`src/rtl/rf_wr_arb.sv`:
```
// Register-file write-port arbiter: W stage has priority, secondary writes queue in a FIFO
// with bounded starvation; queued destinations are exported for hazard detection.
module rf_wr_arb #(
  parameter int DEPTH      = 2,
  parameter int STARVE_MAX = 4,
  parameter int CW         = 2
) (
  input  logic          clk,
  input  logic          rst_n,
  input  logic          w_we,
  input  logic [4:0]    w_wa,
  input  logic [31:0]   w_wd,
  output logic          w_stall,
  input  logic          s_valid,
  output logic          s_ready,
  input  logic [4:0]    s_wa,
  input  logic [31:0]   s_wd,
  output logic          rf_we,
  output logic [4:0]    rf_wa,
  output logic [31:0]   rf_wd,
  output logic [31:0]   busy_mask,
  output logic [CW-1:0] pend_count
);
  localparam int AW = $clog2(DEPTH);
  localparam int WW = $clog2(STARVE_MAX + 1);

  logic [CW-1:0]    rd_ptr, wr_ptr, occ;
  logic [AW-1:0]    rd_idx, wr_idx;
  logic [DEPTH-1:0] ent_vld, vld_nxt;
  logic [4:0]       ent_wa [DEPTH];
  logic [31:0]      ent_wd [DEPTH];
  logic [WW-1:0]    wait_cnt;

  logic w_req, s_req, head_used, starve;
  logic grant_w, grant_s, pop, push, push_keep;

  assign occ    = wr_ptr - rd_ptr;
  assign rd_idx = rd_ptr[AW-1:0];
  assign wr_idx = wr_ptr[AW-1:0];

  // Occupancy counts invalidated slots too; they drain through the head.
  assign s_ready   = (occ != CW'(DEPTH));
  assign head_used = (occ != '0);
  assign s_req     = head_used && ent_vld[rd_idx];
  assign w_req     = w_we && (w_wa != 5'd0);
  assign starve    = s_req && (wait_cnt >= WW'(STARVE_MAX));

  assign grant_s = s_req && (starve || !w_req);
  assign grant_w = w_req && !starve;
  assign w_stall = starve && w_req;

  assign pop       = head_used && (!ent_vld[rd_idx] || grant_s);
  assign push      = s_valid && s_ready;
  // A same-cycle W grant to the same register is the newer write.
  assign push_keep = (s_wa != 5'd0) && !(grant_w && (w_wa == s_wa));

  always_comb begin
    vld_nxt = ent_vld;
    for (int i = 0; i < DEPTH; i++) begin
      if (grant_w && (ent_wa[i] == w_wa)) vld_nxt[i] = 1'b0;
      if (pop && (AW'(i) == rd_idx))      vld_nxt[i] = 1'b0;
      if (push && (AW'(i) == wr_idx))     vld_nxt[i] = push_keep;
    end
  end

  always_comb begin
    busy_mask  = '0;
    pend_count = '0;
    for (int i = 0; i < DEPTH; i++) begin
      if (ent_vld[i]) begin
        busy_mask[ent_wa[i]] = 1'b1;
        pend_count           = pend_count + CW'(1);
      end
    end
  end

  always_ff @(posedge clk or negedge rst_n) begin
    if (!rst_n) begin
      rd_ptr  <= '0;
      wr_ptr  <= '0;
      ent_vld <= '0;
      for (int i = 0; i < DEPTH; i++) begin
        ent_wa[i] <= '0;
        ent_wd[i] <= '0;
      end
    end else begin
      ent_vld <= vld_nxt;
      if (pop) rd_ptr <= rd_ptr + CW'(1);
      if (push) begin
        wr_ptr         <= wr_ptr + CW'(1);
        ent_wa[wr_idx] <= s_wa;
        ent_wd[wr_idx] <= s_wd;
      end
    end
  end

  always_ff @(posedge clk or negedge rst_n) begin
    if (!rst_n) begin
      wait_cnt <= '0;
    end else if (!s_req || grant_s) begin
      wait_cnt <= '0;
    end else if (wait_cnt < WW'(STARVE_MAX)) begin
      wait_cnt <= wait_cnt + WW'(1);
    end
  end

  always_ff @(posedge clk or negedge rst_n) begin
    if (!rst_n) begin
      rf_we <= 1'b0;
      rf_wa <= '0;
      rf_wd <= '0;
    end else begin
      rf_we <= grant_s || grant_w;
      if (grant_s) begin
        rf_wa <= ent_wa[rd_idx];
        rf_wd <= ent_wd[rd_idx];
      end else if (grant_w) begin
        rf_wa <= w_wa;
        rf_wd <= w_wd;
      end
    end
  end

endmodule
```
`config.mk`:
```
export PLATFORM = sky130hd
export DESIGN_NAME = rf_wr_arb
export DESIGN_NICKNAME = d
export VERILOG_FILES = /design/src/rtl/rf_wr_arb.sv
export SDC_FILE = /design/constraint.sdc
export NUM_CORES = 1
export LEC_CHECK = 0
export ABC_AREA = 0
export CORE_MARGIN = 2
export CORE_UTILIZATION = 44
export CTS_CLUSTER_DIAMETER = 60
export DETAILED_ROUTE_END_ITERATION = 16
export PLACE_DENSITY = 0.74
export RECOVER_POWER = 25
export SLEW_MARGIN = 20
export SYNTH_ARGS = -nofsm -noshare
export SYNTH_HDL_FRONTEND = slang
export SYNTH_SLANG_ARGS = --single-unit
```
`constraint.sdc`:
```
create_clock -name clk -period 1.65 [get_ports clk]
set_input_delay 0.33 -clock clk [delete_from_list [all_inputs] [get_ports clk]]
set_output_delay 0.33 -clock clk [all_outputs]
set_load 0.005 [all_outputs]
```
==> results.md <==
Clocking:
- CTS built an H-tree with a depth of 4.
- The maximum clock insertion buffer count is 2.
- The number of buffers added by the clock tree synthesis step is 17.
- The clock-pin slew on the worst setup and hold paths is around 0.060 ns.
- The number of clock sinks is 121.
- The cell chosen for the clock root is clkbuf_16.
- At the later pin of the worst-skew pair, clock insertion delay measures 0.42 ns.
- The CTS tree is done.

Placement:
- The post-detailed-placement cell area is 7940 um2.
- The number of input and output port buffers inserted is 151.
- The congestion estimate from routability-driven global placement came to between 0.8 and 0.9.
- The post-detailed-placement half-perimeter wirelength is 11.0 mm.

Die:
- The total area inside the core boundary comes to between 10000 and 15000 um2.
- The overall die height is 118 um.
- The die area is 14000 um2.
- Pin placement for this block handled 152 I/O pins.
- The initial utilization of the core area, before any placement, comes to 0.453.
- The row count is 41.
- In this run the horizontal extent of the chip is 118 um.

Logic synthesis:
- The netlist area before placement is between 5000 and 6000 um2.
- Sorting the synthesized cells by area gives the leading types as dfrtp_1, mux2_2, o22ai_1.
- The most used flip-flop cell after synthesis is dfrtp_1.
- The sequential area share after synthesis is 0.525.
- The share of synthesized area in the top cell type comes to 0.525.
- The largest area contributor in the netlist is dfrtp_1.
- The synthesized design contains 0 enable-type register cells.
- Synthesis produced 478 cells.
- The share of synthesized registers carrying an async set or reset is 1.00.
- Synthesis inferred around 120 register bits.
- The number of unique standard cell types used by synthesis is 45.
- During synthesis, Yosys emitted a total of 0 warnings.
- Synthesis produced a netlist with a net count of 558.
- The average cell area after synthesis is 12.1 um2.

Cells and area:
- The fraction of layout instances using a drive strength above 1 is 0.563.
- The core utilization of the finished layout is 0.852.
- The library cell used most frequently in the layout, excluding fill and tap cells, is dfrtp_1.
- The combined flip-flop and latch cell area is ~3000 um2.
- The multi-input combinational cells in the finished layout cover a total of around 3800 um2.
- The antenna diode count is 0.
- At the end of the flow, the number of nets in the layout was around 840.
- The area growth from synthesis to layout is 87.8%.
- In the layout the commonest cells are dfrtp_1, clkdlybuf4s50_1, mux2_4.
- The final-layout fill cell count is 592.
- The finished cells cover 10800 um2.

STA:
- The total count of hold-check failures in the final report is 0.
- Headroom to the max-slew limit came out at 0.477.
- The final number of max-transition violations is 0.
- The clock arrives with 0.0108 ns of skew.
- Of the available clock period, the critical path in the final layout requires 1.33.
- In the final timing run, aggregate negative setup slack is -46.68 ns.
- At the pin with the least slew margin, the transition time is a little under 0.8 ns.
- Counting I/O delays and the setup requirement, the final critical path takes 2.19 ns.
- Setup repair after global routing could not meet its margin everywhere.
- The setup violation total in the final timing report is 158.
- The smallest setup slack after layout is -0.545 ns.
- Based on the critical path, the design can be clocked at up to roughly 460 MHz.

Global routing:
- The number of global-route vias before repair is 6117.
- The leftover overflow at the end of global routing is 0.
- The initial antenna violation count came to 0.
- The aggregate global-route resource usage is 0.338.
- The maximum number of pins on one net before global-route repair is 44.
- The global-route wire length before repair is 36.3 mm.

Pwr:
- The total power per unit cell area is 2180 nW/um2.
- The worst-case IR drop observed on VDD is 0.00127 V.
- The static leakage power is between 4 and 5 nW.

Routing:
- The average detailed-routed wire length per instance is 28.0 um.
- The number of iterations in the first detailed-routing pass is 5.
- For this block, the initial DRC count from the detailed router was 377.
- The wire length on met2 is 13.2 mm.
- The mean number of vias per cell is between 6 and 7.
- The post-route met1 wirelength is about 9.8 mm.
- Wire segments on met3 add up to 1.98 mm in the final route.
- The aggregate routed wire length is between 20 and 30 mm.
- The number of DRC violations after detailed routing is 0.
- The number of nets with antenna violations after routing is 0.
- The total via count after detailed routing is 5809.
- The highest layer touched by signal routing is met4.

Setup path:
- STA classifies the critical path startpoint as a flop.
- Along the worst path, the maximum fanout reaches 4.
- The endpoint type of the worst setup path is an output port.
- The critical setup path kind is flop to output port.
- The data arrival time at the worst-slack endpoint is 1.86 ns.
- The data required time of the worst path is about 1.3 ns.

Outcome:
- The flow ran to the end, but the final reports show violations.
- The final reports fail on setup timing.

Hold path:
- The worst min-delay path category is flop to flop.

Job:
- The number of violations of the max-capacitance limit is 0.
-- stage by stage --
stage                     cells  hold WS (ns)  setup slack (ns)  power [mW]
after floorplan             478        0.0344          -0.00468        9.58
after global routing        947         0.505            -0.563        24.4
after detailed placement    822         0.280            -0.600        13.3
final                       947         0.470            -0.545        23.6
after global placement      822         0.279            -0.585        12.9
after CTS                   928         0.389            -0.355        21.4
-- area by class of cell --
cell class / count / share of cell area
clock inverters: 8 / 0.00878
repair buffers: 310 / 0.300
multi-input cells: 311 / 0.346
well taps: 172 / 0.0199
flip-flops and latches: 121 / 0.280
inverters: 2 / 0.000693
clock buffers: 23 / 0.0441
-- Yosys cell counts (2+ instances only) --
| cell | count |
|---|---|
| o22ai_1 | 70 |
| buf_2 | 13 |
| nor4_1 | 2 |
| or3_1 | 2 |
| ha_1 | 2 |
| nand2_1 | 9 |
| nand3_1 | 8 |
| buf_4 | 2 |
| o211ai_2 | 2 |
| mux2_1 | 3 |
| nor3_1 | 3 |
| nand3b_1 | 10 |
| xor2_1 | 10 |
| clkbuf_1 | 22 |
| a21oi_1 | 39 |
| o21ai_1 | 2 |
| buf_6 | 5 |
| or3b_2 | 5 |
| inv_1 | 2 |
| mux2i_1 | 38 |
| mux2_2 | 71 |
| and3_1 | 2 |
| nor2_1 | 7 |
| xnor2_1 | 8 |
| dfrtp_1 | 121 |
-- report_power, final --
part / internal (mW) / leakage, nW / switching, mW
Sequential: 4.51 / 1.40 / 1.31
Combinational: 7.83 / 3.13 / 6.24
Clock: 2.32 / 0.279 / 1.39
Total: 14.7 / 4.81 / 8.94
-- cells by family (layout without fill, tap and decap cells) --
group                    after synthesis  count (layout)  share of synthesized area
flip-flops                           121             121                      0.525
XOR/XNOR                              19              19                     0.0321
buffers and inverters                 46             343                     0.0408
multiplexers                         112             112                      0.210
AND/OR/NAND/NOR                       53              53                     0.0534
AO/OA/AOI/OAI                        125             125                      0.134
adder cells (fa/ha/maj)                2               2                    0.00434
-- sequential cells by signal, indices dropped and copies added, names as in the netlist --
register / count
ent_wd: 64
rf_wd: 32
ent_wa: 10
rf_wa: 5
wait_cnt: 3
ent_vld: 2
rd_ptr: 2
wr_ptr: 2
rf_we: 1
-- critical path, stage by stage, from the launching register on --
cell and delay [ns]:
dfrtp_2 0.46, xor2_4 0.28, o211ai_1 0.13, buf_4 0.16
o21a_1 0.12, nor2_2 0.15, buf_2 0.14
-- timing repair --
action	CTS	global route
cloned	18	1
endpoints found under the setup margin	149	171
buffers inserted	61	33
pin swaps	47	31
endpoints found under the hold margin	26	0
hold buffers	1	0
resized for setup	385	120
-- metal layers --
metal,vias up,GRT usage
li1,2360,-
met3,120,0.0734
met1,2977,0.405
met5,-,0
met2,352,0.579
met4,0,0.158
-- path summary, 6_finish.rpt --
path                              from          end  slack (ns)  cells after the start
setup reg to reg             wr_ptr[1]    rf_wd[12]       -0.46                      9
max in group asynchronous        rst_n   ent_wd[43]        0.16                      3
min in group asynchronous        rst_n     rf_wd[9]        0.52                      2
hold / removal             wait_cnt[0]  wait_cnt[0]        0.47                      1
setup / recovery             wr_ptr[1]      w_stall       -0.54                      6
hold reg to reg            wait_cnt[0]  wait_cnt[0]        0.47                      1
(Power assumes the default switching activity.)
==> variant 1: new RTL, same settings <==
Put a register stage on the output `pend_count`, without a reset. The value now appears one clock later. The other outputs are not delayed to match.
--- a/src/rtl/rf_wr_arb.sv
+++ b/src/rtl/rf_wr_arb.sv
@@ -23,6 +23,8 @@
 );
   localparam int AW = $clog2(DEPTH);
   localparam int WW = $clog2(STARVE_MAX + 1);
+
+  logic [CW-1:0] pend_count_d;
 
   logic [CW-1:0]    rd_ptr, wr_ptr, occ;
   logic [AW-1:0]    rd_idx, wr_idx;
@@ -65,11 +67,11 @@
 
   always_comb begin
     busy_mask  = '0;
-    pend_count = '0;
+    pend_count_d = '0;
     for (int i = 0; i < DEPTH; i++) begin
       if (ent_vld[i]) begin
         busy_mask[ent_wa[i]] = 1'b1;
-        pend_count           = pend_count + CW'(1);
+        pend_count_d         = pend_count_d + CW'(1);
       end
     end
   end
@@ -121,4 +123,8 @@
     end
   end
 
+  always_ff @(posedge clk) begin
+    pend_count <= pend_count_d;
+  end
+
 endmodule
Behaviour: not the same (Yosys sat finds a counterexample within 4 cycles, from zero or initial values and one cycle with rst_n low).
==> variant 1 against the unedited design <==
  * The flow still finishes with violations (negative setup slack)
  * Worst hold slack got worse by 0.033 ns
  * Sequential cell count increased by 2
  * Non-clock buffer count decreased by 24
  * Power decreased by 7.3%
  * Synthesized cell count decreased by 1.5%
  * Routed wire length decreased by 15%
  * Worst setup slack improved by 0.10 ns
  * Final area decreased by 7.5%
  * Area after synthesis increased by 0.43%
  * Critical endpoint is now busy_mask[20]
==> variant 1: results (changes against the unedited design) <==
metric,value,unit,change
muxShareOfSynthArea,21.0,%,-0.091 points
wire_per_inst,24.3,um,-13%
async_flop_share,98.4,%,-1.6 points
p_switching,7.76,mW,-13%
groute.usage.overall,31.6,%,-2.2 points
cts_resized,277,,-28%
cts-root-buf,clkbuf_16,,
violations,negative setup slack,,
placedInstanceArea,0.00791,sq mm,-0.41%
r2r_cells,8,,-1
cpPeakStageDelay,0.48,ns,+0.02 ns
outcome,"finished, violations left",,
grt_pass1_vias,5879,,-3.9%
dp_cells,812,,-1.2%
num_vias,5413,,-6.8%
viasPerCell,5.85,,-4.6%
nFillCells,717,,+21%
p_leak,4.65,nW,-3.3%
worst_slew_pin_slew,1.03,ns,+0.241 ns
netlist_top_cells_area,"dfrtp_1 (52%), mux2_2 (14%), mux2i_1 (6.6%)",,
grt_max_degree,77,,+75%
drive_gt1_share,47.8,%,-8.4 points
ys_seq_area_share,53.0,%,+0.46 points
netlist_top_cells_count,"dfrtp_1 (121), mux2_2 (74), nor2_1 (42)",,
critPathMaxFanout,5,,+1
regToRegSetupSlack,-0.40,ns,+0.06 ns
cp-endpoint,busy_mask[20],,
worst_clock_skew,0.0162,ns,+0.00538 ns
synth_cell_types,41,,-8.9%
cpMaxStageDelayCell,or3b_4,,
vdd_drop_max,0.00102,V,-19%
synth-adder-area-share,0.216,%,-0.22 points
synth-compound-area-share,11.6,%,-1.8 points
hold_ws,0.438,ns,-0.0327 ns
cp.arrival,1.76,ns,-0.10 ns
finalNetCount,819,,-2.8%
port_buffers,151,,unchanged
drtIter0Drc,358,,-5.0%
synth_xor_area_share,3.02,%,-0.19 points
fin_ws,-0.444,ns,+0.101 ns
finalHoldViolCount,0,,unchanged
critPathLaunch,ent_wa[6],,
hpwl,10400,um,-4.9%
pre_cts_ws,-0.688,ns,-0.0878 ns
setup_viol,150,,-5.1%
netlist_instances,471,,-1.5%
tns,-42.10,ns,+4.58 ns
gp_routability_congestion,0.877,,+1.3%
r2r-end,rf_wd[27],,
syn-num-nets,550,,-1.4%
[variant 1: changes by cell type after synthesis, sizes merged, moves of 3 or more]
cell   before  now
a21oi      41    3
a221o       0   37
o22ai      70   34
nor2        8   43
buf        21   13
xnor2       8   11
[variant 1: cell type report]
| cell class | instances | area (sq um) | share of cell area, % |
|---|---|---|---|
| repair buffers | 286 | 2890 | 28.9 |
| flip-flops and latches | 123 | 3070 | 30.7 |
| multi-input cells | 309 | 3210 | 32.0 |
| clock inverters | 13 | 166 | 1.66 |
| well taps | 172 | 215 | 2.15 |
| inverters | 3 | 11.3 | 0.112 |
| clock buffers | 19 | 453 | 4.52 |
[variant 1: cells by family after synthesis]
family / count (synthesis)
flip-flops: 123
multiplexers: 112
AND/OR/NAND/NOR: 91
AO/OA/AOI/OAI: 83
buffers and inverters: 41
XOR/XNOR: 20
adder cells (fa/ha/maj): 1
[variant 1: routing by layer]
layer  GRT usage (%)  vias to the layer above  routed length (um)
met5               0                        -                   0
met4            15.8                        0                1020
met3            8.88                       83                1710
met2            52.9                      297               11200
met1            37.1                     2734                8570
li1                -                     2299                   -
[variant 1: worst max-delay path: cells and delay by family (launching register included)]
family | cells | cell delay, ns
and+or+nand+nor | 1 | 0.48
DFF | 1 | 0.40
buffers and inverters | 2 | 0.31
AOI/OAI and AO/OA | 1 | 0.16
[variant 1: power groups by stage]
stage	registers (mW)	logic, mW	clock network (mW)
2_1_floorplan	5.23	4.60	0
3_3_place_gp	5.41	7.58	0
3_5_place_dp	5.47	7.85	0
4_1_cts	5.50	11.4	3.89
5_1_grt	5.78	12.9	4.05
6_report	5.63	12.4	3.86
==> variant 2: new RTL, same flow settings <==
Made on the original files. `CW`: 2 -> 4.
--- a/src/rtl/rf_wr_arb.sv
+++ b/src/rtl/rf_wr_arb.sv
@@ -3,7 +3,7 @@
 module rf_wr_arb #(
   parameter int DEPTH      = 2,
   parameter int STARVE_MAX = 4,
-  parameter int CW         = 2
+  parameter int CW         = 4
 ) (
   input  logic          clk,
   input  logic          rst_n,
Interface: changed (resized pend_count); port bits go from 152 to 154. The function was not compared with the original's and may differ.
==> variant 2 against the unedited design <==
  * The run still ends with negative setup slack left
  * Final cell count up 7.8%
  * Register-to-register slack worse by 0.49 ns
  * Non-clock buffer count up 6
  * Die area increased by 7.1%
  * Sequential power shrank 2%
  * Worst setup slack worse by 0.40 ns
  * Routed wire length down 7.1%
  * Sequential cell count rose by 4
  * Sequential share of layout area rose by 0.73 points
  * Final area grew 0.59%
  * Area after synthesis rose by 7.3%
  * Power is 1.7% higher
==> variant 2: results (changes against the unedited design) <==
metric,value,unit,change
fin_ws,-0.945,ns,-0.400 ns
critPathMaxFanout,11,,+7
grt_pass1_wl,31100,um,-14%
dp_cells,895,,+8.9%
critical-path-top-delay-family,simple AND/OR/NAND/NOR gates,,
wl_met2,12100,um,-8.7%
worst_clock_skew,0.0126,ns,+0.00172 ns
muxShareOfSynthArea,20.7,%,-0.30 points
netlist_top_cells_area,"dfrtp_1 (51%), mux2_2 (12%), mux2i_1 (6.3%)",,
outcome,"finished, violations left",,
whs_endpoint,ent_wd[3],,
synth-compound-area-share,10.5,%,-2.9 points
finalNetCount,913,,+8.3%
viasPerCell,5.89,,-4.0%
groute.usage.overall,27.4,%,-6.4 points
r2r-start,rd_ptr[1],,
synth-adder-area-share,1.41,%,+0.98 points
vdd_drop_max,0.00111,V,-13%
violations,negative setup slack,,
placedInstanceArea,0.00848,sq mm,+6.7%
cp.arrival,2.90,ns,+1.04 ns
slew_headroom,40.3,%,-7.3 points
drtIter0Drc,342,,-9.3%
ys_seq_area_share,50.5,%,-2.0 points
hp-start,ent_wd[3],,
netlist_instances,533,,+12%
cpMaxStageDelayCell,dfrtp_1,,
nFillCells,716,,+21%
synth_xor_area_share,2.97,%,-0.24 points
synth_cell_types,42,,-6.7%
grt_max_degree,96,,+120%
setup_viol,162,,+2.5%
==> variant 2: report_power, final <==
group | total (mW) | internal [mW] | switching [mW]
clock | 3.62 | 2.25 | 1.36
sequential | 5.71 | 4.65 | 1.06
combinational | 14.7 | 8.14 | 6.54
==> variant 2: area by class of cell <==
class	instances	area, sq um	share of cell area (%)
clock inverters	7	60.1	0.551
multi-input cells	327	3600	33.1
repair buffers	316	3220	29.5
inverters	41	154	1.41
flip-flops and latches	125	3130	28.7
clock buffers	25	505	4.64
well taps	180	225	2.07
==> variant 2: logic make-up (layout without fill, tap and decap cells) <==
| logic type | after synthesis | count (layout) |
|---|---|---|
| compound gates | 85 | 85 |
| xor+xnor | 21 | 21 |
| fa+ha+maj | 7 | 7 |
| buf+inv | 82 | 389 |
| flops | 125 | 125 |
| mux | 115 | 115 |
| other cells | 1 | 2 |
| simple gates | 97 | 97 |
==> variant 2: timing repair <==
item	4_1_cts	5_1_grt
endpoints found under the setup margin	162	171
pin swaps	33	52
endpoints found under the hold margin	52	0
cloned	4	8
hold buffers	1	0
gates resized for setup	285	105
setup buffers	59	28
==> variant 2: through the flow <==
stage	utilization [%]	setup WS, ns
global placement	61.3	-0.765
CTS	72.8	-0.808
detailed placement	61.3	-0.772
global route	78.8	-0.996
finish	78.8	-0.945
floorplan	-	-0.721
==> variant 2: how the worst max path moves through the flow <==
| stage | startpoint | to | slack [ns] | cells past startpoint |
|---|---|---|---|---|
| 2_1_floorplan | rd_ptr[1] | ent_wd[17] | -0.72 | 9 |
| 3_3_place_gp | w_wa[1] | w_stall | -0.77 | 6 |
| 3_5_place_dp | w_wa[1] | w_stall | -0.77 | 6 |
| 4_1_cts | rd_ptr[1] | w_stall | -0.81 | 7 |
| 5_1_grt | rd_ptr[2] | rf_wd[26] | -1.0 | 11 |
| 6_report | rd_ptr[1] | rf_wd[26] | -0.95 | 10 |
==> variant 2: routing by layer <==
layer	global-route usage, %	up-vias
li1	-	2516
met1	32.0	3017
met2	46.1	358
met3	7.20	121
met4	14.4	0
met5	0	-
